$ cat src/rtl/seq_rec_pkg.sv
// seq_rec_pkg: shared mode constants and saturating increment for the sequence recogniser
package seq_rec_pkg;
  localparam int MODE_MEALY = 0;
  localparam int MODE_MOORE = 1;
  localparam int OVL_OFF = 0;
  localparam int OVL_ON = 1;
  function automatic logic [63:0] sat_inc(input logic [63:0] v, input logic [63:0] max);
    return (v >= max) ? v : v + 64'd1;
  endfunction
endpackage

$ cat src/rtl/seq_rec_window.sv
// seq_rec_window: bit window shift register and fill counter; ports clk/rst_n, shift/clear/restart controls, d_in, next-state win_nx/fill_nx
module seq_rec_window #(
  parameter int W = 3,
  parameter int FW = $clog2(W + 1)
) (
  input  logic          clk,
  input  logic          rst_n,
  input  logic          shift,
  input  logic          clear,
  input  logic          restart,
  input  logic          d_in,
  output logic [W-1:0]  win_nx,
  output logic [FW-1:0] fill_nx
);
  logic [W-1:0]  window;
  logic [FW-1:0] fill;
  assign win_nx = {window[W-2:0], d_in};
  assign fill_nx = (fill == FW'(W)) ? fill : fill + FW'(1);
  always_ff @(posedge clk or negedge rst_n)
    if (!rst_n) begin
      window <= '0;
      fill <= '0;
    end else if (clear) begin
      window <= '0;
      fill <= '0;
    end else if (shift) begin
      window <= win_nx;
      fill <= restart ? '0 : fill_nx;
    end
endmodule

$ cat src/rtl/seq_rec_param.sv
// seq_rec_param: parametrised serial pattern recogniser; ports clk/rst_n, en, clr, d_in in; d_out match pulse and saturating match_cnt out
module seq_rec_param
  import seq_rec_pkg::*;
#(
  parameter int                   PATTERN_W = 3,
  parameter logic [PATTERN_W-1:0] PATTERN   = 3'b111,
  parameter int                   MOORE     = MODE_MEALY,
  parameter int                   OVERLAP   = OVL_ON,
  parameter int                   CNT_W     = 8
) (
  input  logic             clk,
  input  logic             rst_n,
  input  logic             en,
  input  logic             clr,
  input  logic             d_in,
  output logic             d_out,
  output logic [CNT_W-1:0] match_cnt
);
  localparam int FW = $clog2(PATTERN_W + 1);
  localparam logic [CNT_W-1:0] CNT_MAX = '1;
  logic [PATTERN_W-1:0] win_nx;
  logic [FW-1:0]        fill_nx;
  logic                 hit;
  if (PATTERN_W < 2 || CNT_W < 1) begin : g_bad_param
    $error("seq_rec_param: PATTERN_W must be >= 2 and CNT_W >= 1");
  end
  seq_rec_window #(.W(PATTERN_W), .FW(FW)) u_win (
    .clk(clk),
    .rst_n(rst_n),
    .shift(en & ~clr),
    .clear(clr),
    .restart(hit & (OVERLAP == OVL_OFF)),
    .d_in(d_in),
    .win_nx(win_nx),
    .fill_nx(fill_nx)
  );
  // en gates first so an X on d_in while idle cannot reach d_out
  assign hit = en & ~clr & (fill_nx == FW'(PATTERN_W)) & (win_nx == PATTERN);
  always_ff @(posedge clk or negedge rst_n)
    if (!rst_n) match_cnt <= '0;
    else if (clr) match_cnt <= '0;
    else if (hit) match_cnt <= CNT_W'(sat_inc(64'(match_cnt), 64'(CNT_MAX)));
  if (MOORE == MODE_MOORE) begin : g_moore
    logic d_q;
    // not cleared by clr: the pulse for a completed match still lands next cycle
    always_ff @(posedge clk or negedge rst_n)
      if (!rst_n) d_q <= 1'b0;
      else d_q <= hit;
    assign d_out = d_q;
  end else begin : g_mealy
    assign d_out = hit;
  end
endmodule

$ cat config.mk
export PLATFORM = sky130hd
export DESIGN_NAME = seq_rec_param
export DESIGN_NICKNAME = d
export VERILOG_FILES = /design/src/rtl/seq_rec_pkg.sv /design/src/rtl/seq_rec_window.sv /design/src/rtl/seq_rec_param.sv
export SDC_FILE = /design/constraint.sdc
export NUM_CORES = 1
export LEC_CHECK = 0
export ABC_CLOCK_PERIOD_IN_PS = 4600
export CAP_MARGIN = 20
export CORE_MARGIN = 1
export CORE_UTILIZATION = 40
export DETAILED_ROUTE_END_ITERATION = 10
export HOLD_SLACK_MARGIN = 0.08
export PLACE_DENSITY_LB_ADDON = 0.12
export REMOVE_ABC_BUFFERS = 1
export SLEW_MARGIN = 20
export SYNTH_ARGS = -nofsm -noshare
export SYNTH_HDL_FRONTEND = slang
export SYNTH_SLANG_ARGS = --single-unit
export TNS_END_PERCENT = 5
$ cat constraint.sdc
create_clock -name clk -period 4.6 [get_ports clk]
set_input_delay 0.69 -clock clk [delete_from_list [all_inputs] [get_ports clk]]
set_output_delay 0.69 -clock clk [all_outputs]
set_load 0.05 [all_outputs]
==> impl_metrics.toml <==
[run_status]
status = "finished, final reports clean"

[clock_network]
cts_inserted_buffers = 3
clk_pin_slew_worst_paths_ns = 0.07
cts_tree = "done"
clockBufferDepth = 2
cts_setup_buffers = 0
root_buffer = "clkbuf_4"
cts_hold_buf = 0
clock_latency_ns = 0.27
cts.repair.resized = 0
numClockSinks = 12
htreeDepth = 1

[yosys]
synthTopCellsByArea = "dfrtp_1 (48%), a221o_1 (4.8%), mux2i_1 (4.8%)"
synth_top_cell_by_area = "dfrtp_1"
yosysWarnings = 0
netlist_area_um2 = 624
synth_top_cell_area_share_pct = 48.1
syn_avg_cell_area_um2 = 10.1
ys_types = 27
seq_area_frac_synth_pct = 48.1
synth_cells = 62
ys_seq_elements = 12

[placement]
place.gp.congestion = 0.779
hpwl_um = 909
dp_slack_ns = 1.27
port_buffers = 13
placed_area_um2 = 757

[worst_setup_path]
max_stage_delay_ns = 0.81
worstPathRequired_ns = 3.91
crit_chain = "clkdlybuf4s50_1 -> and4b_1 -> nand3_4 -> inv_2 -> clkdlybuf4s50_1"
cp_slowest_cell = "clkdlybuf4s50_1"
worst_ep_arrival_time_ns = 2.65
cp.buffers_inverters = 3
critPathMaxFanout = 8
crit_type = "in -> out"
cpMostUsedCell = "clkdlybuf4s50_1"
cp_top_family = "buffers and inverters"
cp-end-kind = "output port"
start_kind = "input pin"

[power]
seqPwrFrac_pct = 53.3
clockPowerShare_pct = 41.0
power_switching_share_pct = 21.6
p_switching_w = 0.0000444
pwr_density_cell_nw_per_um2 = 259
vdd_drop_max_uv = 171
power.leakage_nw = 0.353
comb_power_share_pct = 5.7
intPower_w = 0.000161

[job]
cap_violations = 0

[floorplan]
core-area_um2 = 1380
dieArea_um2 = 1720
die_x_um = 41.5
die_h_um = 41.5
placementRows = 13
start_util_pct = 45.2
io_pins = 14

[detailed_routing]
firstDrtPassIters = 4
drtIter0Drc = 5
post_drt_wl_per_cell_um = 13.3
vias = 512
via_per_inst = 5.57
remaining_drc_errors = 0
routed_wl_um = 1220
ant_nets = 0

[timing]
hold_viol_final = 0
tightest_slew_ns = 0.532
fmax_mhz = 299
rsz0062_at_grt = "no"
finalSetupViolCount = 0
final_max_slew_viol_count = 0
max_slew_margin_pct = 64.4
clock_skew_ns = 0.00872
timing.setup.tns_ns = 0
fin_crit_sh_pct = 72.7
finalWorstSetupSlack_ns = 1.26
finalCriticalPeriod_ns = 3.34

[finish]
design_area_um2 = 793
seq_area_um2 = 300
multiInputGateArea_um2 = 300
final_layout_size_suffix_gt1_share_pct = 11.7
final_common_cell = "clkdlybuf4s50_1"
area_delta_synth_final_pct = 27.1
utilization_pct = 57.4
layout_common_cells = "clkdlybuf4s50_1 (13), dfrtp_1 (12), nand2_1 (7)"
antenna_cells = 0
n_fill_cell = 121
fin_nets = 84

[grt]
use_met1_pct = 20.9
grt_first_pass_wirelength_um = 2080
grtUsageMet3_pct = 2.61
met2_usage_pct = 24.4
top_usage_layer = "met2"
antenna_found_initial = 0
grt_pass1_vias = 488
grt_start_max_net_pins = 13
grt-ovfl-total = 0
grt_usage_pct = 15.9

[worst_hold_path]
hold_class = "reg -> reg"
## cell type report
cell class,count,share of cell area [%]
clock buffers,4,4.57
well taps,15,2.37
repair buffers,13,16.4
multi-input cells,46,37.9
flip-flops and latches,12,37.9
inverters,2,0.946
## through the flow
step                cells  hold WS [ns]  total power (W)
finish                 92         0.531         0.000205
global route           92         0.575         0.000214
CTS                    92         0.536         0.000208
detailed placement     88         0.519         0.000124
global placement       88         0.523         0.000123
floorplan              60         0.394         0.000115
## tightest hold or removal path, cell delays in order, from the launching register on
cell and delay, ns:
dfrtp_1 0.37, a21oi_1 0.05, nor2_1 0.08
## logic make-up after synthesis
kind of cell | Yosys count | share of synthesized area [%]
simple gates | 30 | 25.9
flops | 12 | 48.1
compound gates | 11 | 13.6
buf+inv | 4 | 3.81
mux | 4 | 6.61
fa+ha+maj | 1 | 2.00
## flip-flops by register name, summed over array words and instances (netlist names)
register	flops
u_win.fill	2
match_cnt	8
u_win.window	2
## cells in the mapped netlist
master,number
dfrtp_1,12
nor4_1,2
a21oi_2,1
o21ai_0,1
or4_1,1
or2_2,1
inv_2,1
and4b_1,1
a221o_1,3
a21oi_1,2
nor3_1,4
nand2_1,7
ha_1,1
nand3_4,1
mux2i_1,3
and3_1,1
a211o_1,1
inv_1,1
and2_1,1
o21a_1,2
or3_1,1
mux2_2,1
buf_6,1
nand3_1,4
o31ai_1,1
nor2_1,6
clkbuf_2,1
## layer usage
| layer | routed length, µm | share of wire, % |
|---|---|---|
| met3 | 47 | 3.9 |
| met4 | 12 | 0.98 |
| met1 | 582 | 48 |
| met5 | 0 | 0 |
| met2 | 577 | 47 |
## power by group through the flow
stage / registers, W / logic (W) / clock network, W
final: 0.000109 / 0.0000117 / 0.0000842
after global routing: 0.000110 / 0.0000134 / 0.0000913
after CTS: 0.000109 / 0.0000121 / 0.0000866
after detailed placement: 0.000112 / 0.0000120 / 0
after global placement: 0.000111 / 0.0000120 / 0
after floorplan: 0.000111 / 0.00000420 / 0
## final timing paths
kind / cells past startpoint / end / slack [ns] / startpoint
min in group asynchronous: 1 / match_cnt[7] / 0.76 / rst_n
hold reg to reg: 2 / u_win.fill[1] / 0.53 / u_win.fill[1]
setup / recovery: 5 / d_out / 1.26 / clr
hold / removal: 2 / u_win.fill[1] / 0.53 / u_win.fill[1]
setup reg to reg: 5 / match_cnt[6] / 2.82 / match_cnt[0]
max in group asynchronous: 1 / u_win.fill[1] / 3.48 / rst_n
Power figures use the tool's default switching activity.
